===== src/rtl/axil2apb_pkg.sv =====
// axil2apb shared types: FSM state encoding and AXI response codes.
// Imported by the bridge; the interfaces carry no package types.
package axil2apb_pkg;

  typedef enum logic [2:0] {
    ST_IDLE,
    ST_SETUP,
    ST_ACCESS,
    ST_WRESP,
    ST_RRESP
  } state_e;

  localparam logic [1:0] AXI_RESP_OKAY   = 2'b00;
  localparam logic [1:0] AXI_RESP_SLVERR = 2'b10;
  localparam logic [3:0] STRB_FULL       = 4'hF;

endpackage


===== src/rtl/axil2apb_if.sv =====
// Bus bundles for the bridge: AXI4-Lite (bridge is slave)
// and APB3 (bridge is master).
interface axil_if;
  logic        awvalid;
  logic        awready;
  logic [31:0] awaddr;
  logic        wvalid;
  logic        wready;
  logic [31:0] wdata;
  logic [3:0]  wstrb;
  logic        bvalid;
  logic        bready;
  logic [1:0]  bresp;
  logic        arvalid;
  logic        arready;
  logic [31:0] araddr;
  logic        rvalid;
  logic        rready;
  logic [31:0] rdata;
  logic [1:0]  rresp;

  modport slave (
    input  awvalid, awaddr, wvalid, wdata, wstrb,
    input  bready, arvalid, araddr, rready,
    output awready, wready, bvalid, bresp,
    output arready, rvalid, rdata, rresp
  );

  modport master (
    output awvalid, awaddr, wvalid, wdata, wstrb,
    output bready, arvalid, araddr, rready,
    input  awready, wready, bvalid, bresp,
    input  arready, rvalid, rdata, rresp
  );
endinterface

interface apb_if;
  logic        psel;
  logic        penable;
  logic        pwrite;
  logic [31:0] paddr;
  logic [31:0] pwdata;
  logic [31:0] prdata;
  logic        pready;
  logic        pslverr;

  modport master (
    output psel, penable, pwrite, paddr, pwdata,
    input  prdata, pready, pslverr
  );

  modport slave (
    input  psel, penable, pwrite, paddr, pwdata,
    output prdata, pready, pslverr
  );
endinterface


===== src/rtl/axil2apb.sv =====
// AXI4-Lite slave to APB3 master bridge, one APB transfer at a time,
// with per-access timeout so a hung APB slave cannot stall AXI.
module axil2apb
  import axil2apb_pkg::*;
#(
  parameter int unsigned TIMEOUT_CYCLES = 1024
) (
  input  logic   clk,
  input  logic   rstn,
  axil_if.slave  axil,
  apb_if.master  apb
);

  localparam int CW = (TIMEOUT_CYCLES > 0) ?
                      $clog2(TIMEOUT_CYCLES + 1) : 1;
  localparam logic [CW-1:0] T_LAST =
    CW'((TIMEOUT_CYCLES > 0) ? TIMEOUT_CYCLES - 1 : 0);

  state_e        state_q, state_d;
  logic          aw_full_q, aw_full_d;
  logic          w_full_q, w_full_d;
  logic          ar_full_q, ar_full_d;
  logic [31:0]   aw_addr_q, aw_addr_d;
  logic [31:0]   w_data_q, w_data_d;
  logic [3:0]    w_strb_q, w_strb_d;
  logic [31:0]   ar_addr_q, ar_addr_d;
  logic          last_wr_q, last_wr_d;
  logic [31:0]   paddr_q, paddr_d;
  logic [31:0]   pwdata_q, pwdata_d;
  logic          pwrite_q, pwrite_d;
  logic [1:0]    resp_q, resp_d;
  logic [31:0]   rdata_q, rdata_d;
  logic [CW-1:0] cnt_q, cnt_d;

  logic aw_hs, w_hs, ar_hs;
  logic aw_now, w_now, ar_now;
  logic [31:0] aw_addr_v, w_data_v, ar_addr_v;
  logic [3:0]  w_strb_v;
  logic pick_wr, done, free_wr, free_rd;

  assign axil.awready = rstn & ~aw_full_q;
  assign axil.wready  = rstn & ~w_full_q;
  assign axil.arready = rstn & ~ar_full_q;

  assign aw_hs = axil.awvalid & axil.awready;
  assign w_hs  = axil.wvalid & axil.wready;
  assign ar_hs = axil.arvalid & axil.arready;

  // A channel counts as held in the cycle it is accepted,
  // so a zero-wait transfer reaches SETUP one cycle later.
  assign aw_now = aw_full_q | aw_hs;
  assign w_now  = w_full_q | w_hs;
  assign ar_now = ar_full_q | ar_hs;

  assign aw_addr_v = aw_full_q ? aw_addr_q : axil.awaddr;
  assign w_data_v  = w_full_q ? w_data_q : axil.wdata;
  assign w_strb_v  = w_full_q ? w_strb_q : axil.wstrb;
  assign ar_addr_v = ar_full_q ? ar_addr_q : axil.araddr;

  // Next state, hold bookkeeping, arbitration and APB result capture
  always_comb begin
    state_d   = state_q;
    last_wr_d = last_wr_q;
    paddr_d   = paddr_q;
    pwdata_d  = pwdata_q;
    pwrite_d  = pwrite_q;
    resp_d    = resp_q;
    rdata_d   = rdata_q;
    cnt_d     = cnt_q;
    aw_addr_d = aw_hs ? axil.awaddr : aw_addr_q;
    w_data_d  = w_hs ? axil.wdata : w_data_q;
    w_strb_d  = w_hs ? axil.wstrb : w_strb_q;
    ar_addr_d = ar_hs ? axil.araddr : ar_addr_q;
    pick_wr   = 1'b0;
    done      = 1'b0;
    free_wr   = 1'b0;
    free_rd   = 1'b0;
    unique case (state_q)
      ST_IDLE: begin
        if ((aw_now & w_now) | ar_now) begin
          pick_wr = aw_now & w_now & (~ar_now | ~last_wr_q);
          if (aw_now & w_now & ar_now) last_wr_d = pick_wr;
          paddr_d  = pick_wr ? aw_addr_v : ar_addr_v;
          pwdata_d = pick_wr ? w_data_v : pwdata_q;
          pwrite_d = pick_wr;
          cnt_d    = '0;
          if (pick_wr && w_strb_v != STRB_FULL) begin
            free_wr = 1'b1;
            resp_d  = AXI_RESP_SLVERR;
            state_d = ST_WRESP;
          end else begin
            state_d = ST_SETUP;
          end
        end
      end
      ST_SETUP: state_d = ST_ACCESS;
      ST_ACCESS: begin
        cnt_d = cnt_q + CW'(1);
        if (apb.pready) begin
          done    = 1'b1;
          resp_d  = apb.pslverr ? AXI_RESP_SLVERR : AXI_RESP_OKAY;
          rdata_d = pwrite_q ? '0 : apb.prdata;
        end else if (TIMEOUT_CYCLES != 0 && cnt_q == T_LAST) begin
          done    = 1'b1;
          resp_d  = AXI_RESP_SLVERR;
          rdata_d = '0;
        end
        if (done) begin
          free_wr = pwrite_q;
          free_rd = ~pwrite_q;
          state_d = pwrite_q ? ST_WRESP : ST_RRESP;
        end
      end
      ST_WRESP: if (axil.bready) state_d = ST_IDLE;
      ST_RRESP: if (axil.rready) state_d = ST_IDLE;
      default:  state_d = ST_IDLE;
    endcase
    aw_full_d = aw_now & ~free_wr;
    w_full_d  = w_now & ~free_wr;
    ar_full_d = ar_now & ~free_rd;
  end

  // State and hold registers; reset empties holds and aborts any transfer
  always_ff @(posedge clk or negedge rstn) begin
    if (!rstn) begin
      state_q   <= ST_IDLE;
      aw_full_q <= 1'b0;
      w_full_q  <= 1'b0;
      ar_full_q <= 1'b0;
      aw_addr_q <= '0;
      w_data_q  <= '0;
      w_strb_q  <= '0;
      ar_addr_q <= '0;
      last_wr_q <= 1'b0;
      paddr_q   <= '0;
      pwdata_q  <= '0;
      pwrite_q  <= 1'b0;
      resp_q    <= AXI_RESP_OKAY;
      rdata_q   <= '0;
      cnt_q     <= '0;
    end else begin
      state_q   <= state_d;
      aw_full_q <= aw_full_d;
      w_full_q  <= w_full_d;
      ar_full_q <= ar_full_d;
      aw_addr_q <= aw_addr_d;
      w_data_q  <= w_data_d;
      w_strb_q  <= w_strb_d;
      ar_addr_q <= ar_addr_d;
      last_wr_q <= last_wr_d;
      paddr_q   <= paddr_d;
      pwdata_q  <= pwdata_d;
      pwrite_q  <= pwrite_d;
      resp_q    <= resp_d;
      rdata_q   <= rdata_d;
      cnt_q     <= cnt_d;
    end
  end

  assign apb.psel    = (state_q == ST_SETUP) | (state_q == ST_ACCESS);
  assign apb.penable = (state_q == ST_ACCESS);
  assign apb.pwrite  = pwrite_q & apb.psel;
  assign apb.paddr   = paddr_q;
  assign apb.pwdata  = pwdata_q;

  assign axil.bvalid = (state_q == ST_WRESP);
  assign axil.bresp  = axil.bvalid ? resp_q : AXI_RESP_OKAY;
  assign axil.rvalid = (state_q == ST_RRESP);
  assign axil.rresp  = axil.rvalid ? resp_q : AXI_RESP_OKAY;
  assign axil.rdata  = axil.rvalid ? rdata_q : '0;

endmodule

===== src/flat_wrapper.sv =====
// flat-port wrapper written by rule: the top's interface ports become plain ports
module axil2apb_flat import axil2apb_pkg::*;
#(
  parameter int unsigned TIMEOUT_CYCLES = 1024
)
  (clk, rstn, axil_awvalid, axil_awaddr, axil_wvalid, axil_wdata, axil_wstrb, axil_bready, axil_arvalid, axil_araddr, axil_rready, axil_awready, axil_wready, axil_bvalid, axil_bresp, axil_arready, axil_rvalid, axil_rdata, axil_rresp, apb_psel, apb_penable, apb_pwrite, apb_paddr, apb_pwdata, apb_prdata, apb_pready, apb_pslverr);
  axil_if axil_i ();
  apb_if apb_i ();
  input  logic clk;
  input  logic rstn;
  input wire logic [$bits(axil_i.awvalid)-1:0] axil_awvalid;
  input wire logic [$bits(axil_i.awaddr)-1:0] axil_awaddr;
  input wire logic [$bits(axil_i.wvalid)-1:0] axil_wvalid;
  input wire logic [$bits(axil_i.wdata)-1:0] axil_wdata;
  input wire logic [$bits(axil_i.wstrb)-1:0] axil_wstrb;
  input wire logic [$bits(axil_i.bready)-1:0] axil_bready;
  input wire logic [$bits(axil_i.arvalid)-1:0] axil_arvalid;
  input wire logic [$bits(axil_i.araddr)-1:0] axil_araddr;
  input wire logic [$bits(axil_i.rready)-1:0] axil_rready;
  output wire logic [$bits(axil_i.awready)-1:0] axil_awready;
  output wire logic [$bits(axil_i.wready)-1:0] axil_wready;
  output wire logic [$bits(axil_i.bvalid)-1:0] axil_bvalid;
  output wire logic [$bits(axil_i.bresp)-1:0] axil_bresp;
  output wire logic [$bits(axil_i.arready)-1:0] axil_arready;
  output wire logic [$bits(axil_i.rvalid)-1:0] axil_rvalid;
  output wire logic [$bits(axil_i.rdata)-1:0] axil_rdata;
  output wire logic [$bits(axil_i.rresp)-1:0] axil_rresp;
  output wire logic [$bits(apb_i.psel)-1:0] apb_psel;
  output wire logic [$bits(apb_i.penable)-1:0] apb_penable;
  output wire logic [$bits(apb_i.pwrite)-1:0] apb_pwrite;
  output wire logic [$bits(apb_i.paddr)-1:0] apb_paddr;
  output wire logic [$bits(apb_i.pwdata)-1:0] apb_pwdata;
  input wire logic [$bits(apb_i.prdata)-1:0] apb_prdata;
  input wire logic [$bits(apb_i.pready)-1:0] apb_pready;
  input wire logic [$bits(apb_i.pslverr)-1:0] apb_pslverr;
  assign axil_i.awvalid = axil_awvalid;
  assign axil_i.awaddr = axil_awaddr;
  assign axil_i.wvalid = axil_wvalid;
  assign axil_i.wdata = axil_wdata;
  assign axil_i.wstrb = axil_wstrb;
  assign axil_i.bready = axil_bready;
  assign axil_i.arvalid = axil_arvalid;
  assign axil_i.araddr = axil_araddr;
  assign axil_i.rready = axil_rready;
  assign axil_awready = axil_i.awready;
  assign axil_wready = axil_i.wready;
  assign axil_bvalid = axil_i.bvalid;
  assign axil_bresp = axil_i.bresp;
  assign axil_arready = axil_i.arready;
  assign axil_rvalid = axil_i.rvalid;
  assign axil_rdata = axil_i.rdata;
  assign axil_rresp = axil_i.rresp;
  assign apb_psel = apb_i.psel;
  assign apb_penable = apb_i.penable;
  assign apb_pwrite = apb_i.pwrite;
  assign apb_paddr = apb_i.paddr;
  assign apb_pwdata = apb_i.pwdata;
  assign apb_i.prdata = apb_prdata;
  assign apb_i.pready = apb_pready;
  assign apb_i.pslverr = apb_pslverr;
  axil2apb #(.TIMEOUT_CYCLES(TIMEOUT_CYCLES)) u_core (.clk(clk), .rstn(rstn), .axil(axil_i), .apb(apb_i));
endmodule

===== config.mk =====
export PLATFORM = sky130hd
export DESIGN_NAME = axil2apb_flat
export DESIGN_NICKNAME = d
export VERILOG_FILES = /design/src/rtl/axil2apb_pkg.sv /design/src/rtl/axil2apb_if.sv /design/src/rtl/axil2apb.sv /design/src/flat_wrapper.sv
export SDC_FILE = /design/constraint.sdc
export NUM_CORES = 1
export LEC_CHECK = 0
export CAP_MARGIN = 20
export CORE_MARGIN = 2
export CORE_UTILIZATION = 50
export DETAILED_ROUTE_END_ITERATION = 8
export PLACE_DENSITY = 0.83
export SETUP_SLACK_MARGIN = 0.05
export SYNTH_ARGS = -nofsm -noshare
export SYNTH_HDL_FRONTEND = slang
export SYNTH_SLANG_ARGS = --single-unit

===== constraint.sdc =====
create_clock -name clk -period 2.6 [get_ports clk]
set_input_delay 0.52 -clock clk [delete_from_list [all_inputs] [get_ports clk]]
set_output_delay 0.52 -clock clk [all_outputs]
set_load 0.03 [all_outputs]

Word-level counts from Yosys, hierarchy flattened
Cells that the tools add are included.
{ "word_totals": {"regBits": 217, "output_inout_bits": 108} }
{ "op_classes": {"add_sub_neg": 1, "eq_ne": 12, "muxes": 35, "bitwise": 27, "n_reduce_logical": 11} }
{ "ops": {"columns": ["cell", "n"], "rows": [
  ["$mux W32", 8],
  ["$pmux W11 S2", 1],
  ["$mux W2", 8],
  ["$mux W3", 5],
  ["$pmux W3 S5", 1],
  ["$and A1 B1 Y1", 13],
  ["$add A11 B1 Y11 const B", 1],
  ["$eq A11 B10 Y1 const B", 1],
  ["$mux W11", 1],
  ["$mux W1", 8],
  ["$not A1 Y1", 8],
  ["$reduce_and A4 Y1", 2],
  ["$eq A3 B2 Y1 const B", 2],
  ["$ne A2 B1 Y1 const B", 3],
  ["$or A1 B1 Y1", 6],
  ["$reduce_and A2 Y1", 3],
  ["$reduce_and A3 Y1", 2],
  ["$mux W4", 1],
  ["$ne A2 B2 Y1 const B", 2],
  ["$ne A4 B4 Y1 const B", 1],
  ["$pmux W2 S2", 1],
  ["$reduce_bool A2 Y1", 2],
  ["$eq A3 B1 Y1 const B", 1],
  ["$eq A3 B3 Y1 const B", 1],
  ["4 further kinds", 4]
]} }

Logic depth before layout (Yosys ltp)
Gate-level depths: netlist (run 1).
{ "logic_depth": {"ltp_word": 13, "ltp_mapped": 8} }

Worst setup path before layout (run 1)
OpenSTA, ideal clock, no wires.
{ "synth_timing": {"path_type": "in2reg", "from": "input rstn", "to": "register u_core.w_data_q[10]", "arrival_ps": 2182, "required_time_ps": 2475, "path_slack_ps": 293, "path_stages": 5, "path_cell_list": "clkbuf_1 nor2b_1 nand2_1 clkbuf_1 mux2_2"} }
{ "synth_between": {"elab_chain_len": 2} }
{ "synth_rtl": {"columns": ["item", "line_no", "rtl"], "rows": [
  ["from (decl)", "flat_wrapper.sv:10", "input logic rstn;"],
  ["$and A1 B1 Y1", "axil2apb.sv:42", "assign axil.wready = rstn & ~w_full_q;"],
  ["via axil_wready", "flat_wrapper.sv:21", "output wire logic [$bits(axil_i.wready)-1:0] axil_wready;"],
  ["$and A1 B1 Y1", "axil2apb.sv:46", "assign w_hs = axil.wvalid & axil.wready;"],
  ["to (signal assigned)", "axil2apb.sv:147", "w_data_q <= w_data_d;"],
  ["to (decl)", "axil2apb.sv:24", "logic [31:0] w_data_q, w_data_d;"]
]} }
The timed path passes the listed nets, and every way through them passes these cells.
A chain may end at the register's enable or synchronous reset.

Worst setup path after layout (run 1)
{ "layout_timing": {"from": "register u_core.state_q[0]", "to": "output axil_rvalid"} }
{ "layout_between": {"elab_chain_len": 1} }
{ "layout_rtl": {"columns": ["item", "line_no", "rtl"], "rows": [
  ["from (decl)", "axil2apb.sv:19", "state_e state_q, state_d;"],
  ["from (signal assigned)", "axil2apb.sv:142", "state_q <= state_d;"],
  ["$eq A3 B3 Y1", "axil2apb.sv:168", "assign axil.rvalid = (state_q == ST_RRESP);"],
  ["to (decl)", "flat_wrapper.sv:25", "output wire logic [$bits(axil_i.rvalid)-1:0] axil_rvalid;"]
]} }
No other way between the ends.

==> results.sh, run 1 <==
export IMPL_status="complete, no violations"
export IMPL_grt_pass1_vias=7650
export IMPL_timing_rr_start="u_core.state_q[1]"
export IMPL_rsz0062_at_grt="false"
export IMPL_yosys_area_top_type="dfrtp_1"
export IMPL_globalplace_congestion=0.788
export IMPL_antenna_found_initial=0
export IMPL_ys_async_sr_fraction=1.00
export IMPL_start_kind="flip-flop"
export IMPL_crit_family="buffers and inverters"
export IMPL_ys_flop_type="dfrtp_1"
export IMPL_cp_startpoint="u_core.state_q[0]"
export IMPL_pin_count=249
export IMPL_path_cells="nor3b_2 > buf_12 > dlygate4sd2_1"
export IMPL_synth_top_family_by_area="multiplexers"
export IMPL_dp_cells=1309
export IMPL_clk_latency_ps=510
export IMPL_leakage_nw=6.23
export IMPL_crit_path_end_kind="output port"
export IMPL_htree_num_levels=1
export IMPL_relSlewSlack=0.483
export IMPL_drive_gt1_frac=0.230
export IMPL_cts_path_max_buffers=3
export IMPL_yosysWarnings=0
export IMPL_fp_dieArea_sq_um=21400
export IMPL_hpwl_um=16800
export IMPL_grt_start_max_net_pins=66
export IMPL_crit_buf_inv=2
export IMPL_crit_type="reg -> out"
export IMPL_cp_max_fo=35
export IMPL_cts_tree="done"
export IMPL_vias=7351
export IMPL_fp_dieW_um=146
export IMPL_die_y_um=146
export IMPL_overflow=0
export IMPL_synth_seq_cells=216
export IMPL_required_ps=2080
export IMPL_multiInputGateArea_sq_um=4290
export IMPL_cap_violations=0
export IMPL_synth_edff_count=0
export IMPL_syn2layout_area_growth_pct=34.0
export IMPL_synth_seq_area_share=0.535
export IMPL_powerDensity_nw_per_um2=1240
export IMPL_rows=51
export IMPL_clock_skew_ps=17.2
export IMPL_worstMarginPinSlew_ps=776
export IMPL_synth_area_sq_um=10100
export IMPL_avgRoutedWirePerCell_um=18.5
export IMPL_grt_usage=0.230
export IMPL_numPortBuffers=246
export IMPL_fin_cells=1353
export IMPL_ys_top_cells_by_count="dfrtp_1 (216), mux2_2 (132), mux2i_1 (128)"
export IMPL_avgViaCountPerCell=5.43
export IMPL_firstDrtPassIters=5
export IMPL_routed_wirelength_um=25100
export IMPL_antenna_cells=0
export IMPL_synth_adder_area_share=0.00124
export IMPL_yosysMostFrequentCell="dfrtp_1"
export IMPL_clkSinkCount=216
export IMPL_fill_cells=1512
export IMPL_drc_errors=0
export IMPL_start_util=0.514
export IMPL_drt_iter0_markers=299
export IMPL_syn_inst=831
export IMPL_cts_made_buffers=24
export IMPL_synth_compound_area_frac=0.0650
export IMPL_synthMuxAreaShare=0.274
export IMPL_cpMaxStageDelayCell="dfrtp_1"
export IMPL_ys_top_cells_by_area="dfrtp_1 (53%), mux2_2 (15%), mux2i_1 (13%)"
export IMPL_finalHoldViolCount=0
export IMPL_clock_fmax_mhz=418
export IMPL_fin_nets=1213
export IMPL_min_period_ps=2390
export IMPL_max_stage_delay_ps=460
export IMPL_hp_class="in -> async"
export IMPL_coreArea_sq_um=19700
export IMPL_vdd_drop_max_mv=0.738
export IMPL_grt_pass1_wl_um=40200
export IMPL_synth_simple_area_share=0.0804
export IMPL_clk_pin_slew_ps=60
export IMPL_drtAntennaViolNets=0
export IMPL_setup_violations=0
export IMPL_setup_tns_final_ps=0
export IMPL_slew_viol_final=0
export IMPL_seqCellArea_sq_um=5410
export IMPL_fin_crit_sh=0.920
export IMPL_synth_distinct_cells=51
export IMPL_synth_top_area_share=0.535
export IMPL_worst_ep_arrival_time_ps=1870
export IMPL_root_buffer="clkbuf_16"
export IMPL_synthXorXnorAreaFrac=0.00173
export IMPL_avgSynthCellArea_sq_um=12.2
what timing repair did:
| item | CTS | global route |
|---|---|---|
| pin swaps | 0 | 0 |
| setup endpoints to repair | 35 | 35 |
| hold buffers | 1 | 0 |
| cloned | 0 | 0 |
| setup buffers | 0 | 0 |
| gates resized for setup | 51 | 52 |
| hold endpoints to repair | 21 | 0 |
power breakdown:
group          leakage (nW)  internal, mW  switching, mW
clock network         0.395          2.05           1.33
registers              2.64          4.96          0.923
logic                  3.20          3.64           3.93
total                  6.23          10.7           6.18
registers in the layout (all words and copies together), names as in the netlist, 3 cells and up:
signal and cells:
u_core.apb.paddr 32, u_core.apb.pwdata 32, u_core.ar_addr_q 32, u_core.aw_addr_q 32, u_core.rdata_q 32, u_core.w_data_q 32
u_core.cnt_q 11, u_core.w_strb_q 4, u_core.state_q 3
worst paths after layout:
path | slack [ps] | depth (start not counted) | end
max in group asynchronous | 520 | 4 | u_core.w_data_q[8]
setup / recovery | 210 | 3 | axil_rvalid
min in group clk | 470 | 2 | u_core.apb.pwdata[30]
hold / removal | 450 | 2 | u_core.aw_addr_q[24]
hold reg to reg | 470 | 2 | u_core.apb.pwdata[30]
setup reg to reg | 490 | 6 | u_core.apb.pwdata[6]
metrics by stage:
| stage | util | area (sq um) | hold slack [ps] | power, mW | setup WS [ps] |
|---|---|---|---|---|---|
| finish | 0.689 | 13500 | 449 | 16.8 | 208 |
| global route | 0.689 | 13500 | 469 | 17.8 | 98.2 |
| CTS | 0.696 | 13700 | 445 | 17.0 | 29.0 |
| detailed placement | 0.656 | 12900 | 384 | 13.6 | 247 |
| global placement | 0.656 | 12900 | 387 | 13.3 | 288 |
| floorplan | - | 10100 | 224 | 10.9 | 293 |
cell families after synthesis:
kind of cell / after synthesis
DFF: 216
adders and majority gates: 1
AOI/OAI and AO/OA: 108
and+or+nand+nor: 148
xor gates and xnor gates: 2
muxes: 260
other: 1
buffers and inverters: 95
metal layers:
layer / GRT usage / part of all wire
met3: 0.0641 / 0.072
met4: 0.0617 / 0.020
met5: 0 / 0
met2: 0.377 / 0.47
met1: 0.303 / 0.43
layout make-up:
cell class | instances | area share
clock buffers | 38 | 0.0550
repair buffers | 273 | 0.191
well taps | 265 | 0.0245
inverters | 35 | 0.00971
clock inverters | 5 | 0.00370
flip-flops and latches | 216 | 0.400
multi-input cells | 521 | 0.317
cell usage in the layout (no fill, tap or decap), types with 4 or more instances in the layout:
master and n:
buf_12 7, o21ai_1 4, nor2_1 6, mux2_2 132, buf_4 24, o21ai_0 61
mux2i_1 128, dfrtp_1 213, clkbuf_16 25, nand2_1 43, clkbuf_1 6, and2_1 35
nand4_1 36, clkbuf_8 7, clkinv_2 4, a21oi_1 11, or3_1 6, o21ai_2 7
inv_1 34, nand3_1 4, clkdlybuf4s50_1 203, clkbuf_2 33
Note: power is estimated with default switching activity, not from simulation.
==> run 2, diff against run 1 <==
--- a/config.mk
+++ b/config.mk
@@ -10,7 +10,7 @@
 export CORE_UTILIZATION = 50
 export DETAILED_ROUTE_END_ITERATION = 8
 export PLACE_DENSITY = 0.83
-export SETUP_SLACK_MARGIN = 0.05
+export SETUP_SLACK_MARGIN = 0.4
 export SYNTH_ARGS = -nofsm -noshare
 export SYNTH_HDL_FRONTEND = slang
 export SYNTH_SLANG_ARGS = --single-unit
==> run 2 against run 1 <==
Compared with the run above: utilization increased by 2.1 points; hold slack got worse by 310 ps; clock skew barely moved; flip-flop and latch count unchanged; non-clock buffer count grew 9; setup slack improved by 61 ps; sequential power is 0.7% lower; maximum frequency grew 2.6%; clock power increased by 7.1%; first-iteration DRC count is 3.3% lower.
==> results.sh, run 2 (synthesis results as in run 1) <==
export IMPL_drtAntennaViolNets=0
export IMPL_rrSetupSlack_ps=510
export IMPL_holdWs_ps=137
export IMPL_min_period_ps=2330
export IMPL_grt_pass1_vias=7641
export IMPL_share_comb_of_total_power=0.454
export IMPL_slew_viol_final=0
export IMPL_clkSinkCount=216
export IMPL_p_seq_frac=0.337
export IMPL_die_y_um=146
export IMPL_swShare=0.362
export IMPL_syn2layout_area_growth_pct=38.1
export IMPL_p_sw_mw=6.27
export IMPL_coreArea_sq_um=19700
export IMPL_fin_crit_sh=0.897
export IMPL_cp_max_fo=8
export IMPL_grt_start_max_net_pins=140
export IMPL_cts_made_buffers=24
export IMPL_hp_class="in -> async"
export IMPL_globalplace_congestion=0.799
export IMPL_clk_pin_slew_ps=60
export IMPL_worstMarginPinSlew_ps=895
export IMPL_drt_iter0_markers=289
export IMPL_required_ps=2080
export IMPL_vdd_drop_max_mv=0.710
export IMPL_overflow=0
export IMPL_powerDensity_nw_per_um2=1240
export IMPL_final_cell_mix="dfrtp_1 (211), clkdlybuf4s50_1 (203), mux2_2 (132)"
export IMPL_crit_path_end_kind="output port"
export IMPL_cap_violations=0
export IMPL_leakage_nw=6.37
export IMPL_timing_rr_start="u_core.state_q[1]"
export IMPL_routed_wirelength_um=25500
export IMPL_firstDrtPassIters=4
export IMPL_layout_setup_ws_ps=269
export IMPL_p_clk_frac=0.209
export IMPL_clock_skew_ps=16.9
export IMPL_grt_usage=0.233
export IMPL_final_util=0.710
export IMPL_finalHoldViolCount=0
export IMPL_clk_latency_ps=510
export IMPL_numPortBuffers=246
export IMPL_path_common_cell="buf_6"
export IMPL_avgRoutedWirePerCell_um=18.7
export IMPL_rr_endpoint="u_core.apb.pwdata[14]"
export IMPL_final_common_cell="dfrtp_1"
export IMPL_status="complete, no violations"
export IMPL_dp_slack_ps=257
export IMPL_start_kind="flip-flop"
export IMPL_clock_fmax_mhz=429
export IMPL_relSlewSlack=0.403
export IMPL_crit_type="reg -> out"
export IMPL_cts_path_max_buffers=3
export IMPL_rr_worst_depth=6
export IMPL_cp_startpoint="u_core.state_q[0]"
export IMPL_hpwl_um=16100
export IMPL_setup_violations=0
export IMPL_worst_ep_arrival_time_ps=1810
export IMPL_fin_nets=1222
export IMPL_htree_num_levels=1
export IMPL_rows=51
export IMPL_fp_dieW_um=146
export IMPL_grt_pass1_wl_um=40800
export IMPL_start_util=0.514
export IMPL_intPower_mw=11.0
export IMPL_avgViaCountPerCell=5.46
export IMPL_setup_worst_path_end="axil_rdata[8]"
export IMPL_root_buffer="clkbuf_16"
export IMPL_cpMaxStageDelayCell="dfrtp_2"
export IMPL_drive_gt1_frac=0.264
export IMPL_fp_dieArea_sq_um=21400
export IMPL_setup_tns_final_ps=0
export IMPL_vias=7432
export IMPL_max_stage_delay_ps=420
export IMPL_cts_tree="done"
export IMPL_drc_errors=0
export IMPL_rsz0062_at_grt="true"
export IMPL_antenna_cells=0
export IMPL_pin_count=249
export IMPL_path_cells="nor3b_4 > buf_6 > buf_12 > buf_6 > and2_4 > buf_6"
export IMPL_antenna_found_initial=0
[run 2: repair_timing]
item	4_1_cts	5_1_grt
hold buffers	1	0
hold endpoints to repair	4	0
buffers inserted	11	2
resized for setup	244	24
pin swaps	0	14
setup endpoints to repair	39	55
cloned	1	1
[run 2: power by group through the flow]
stage,Combinational (mW),Sequential (mW),Clock [mW]
global route,8.45,6.01,3.82
finish,7.87,5.84,3.62
detailed placement,7.67,5.86,0
global placement,7.44,5.77,0
floorplan,4.38,6.55,0
CTS,7.83,5.82,3.68
[run 2: routing by layer]
layer / track usage / share of wire
met1: 0.314 / 0.43
met5: 0 / 0
met4: 0.0529 / 0.018
met3: 0.0588 / 0.072
met2: 0.383 / 0.48
[run 2: worst min-delay path by stage]
stage,from,slack [ps],end
finish,rstn,140,u_core.ar_addr_q[24]
global route,rstn,230,u_core.ar_addr_q[24]
CTS,rstn,220,u_core.ar_addr_q[24]
detailed placement,rstn,340,u_core.aw_addr_q[19]
global placement,rstn,340,u_core.aw_addr_q[19]
floorplan,rstn,220,u_core.apb.paddr[0]
[run 2: critical path: cells and delay by family, from the launching register on]
| family | cells | cell delay [ps] |
|---|---|---|
| simple gates | 2 | 370 |
| buf+inv | 4 | 500 |
| flops | 1 | 420 |
[run 2: layout make-up]
class	count	area [sq um]
Tap cell	265	332
Sequential cell	216	5410
Fill cell	1431	5700
Clock inverter	9	148
Multi-Input combinational cell	521	4350
Clock buffer	34	709
Timing Repair Buffer	282	2880
Inverter	35	131
[run 2: metrics by stage]
stage	cell area [sq um]	std cells	power [mW]
after global routing	14000	1362	18.3
after detailed placement	12900	1303	13.5
after global placement	12900	1303	13.2
final	14000	1362	17.3
after floorplan	10100	832	10.9
after CTS	13900	1359	17.3
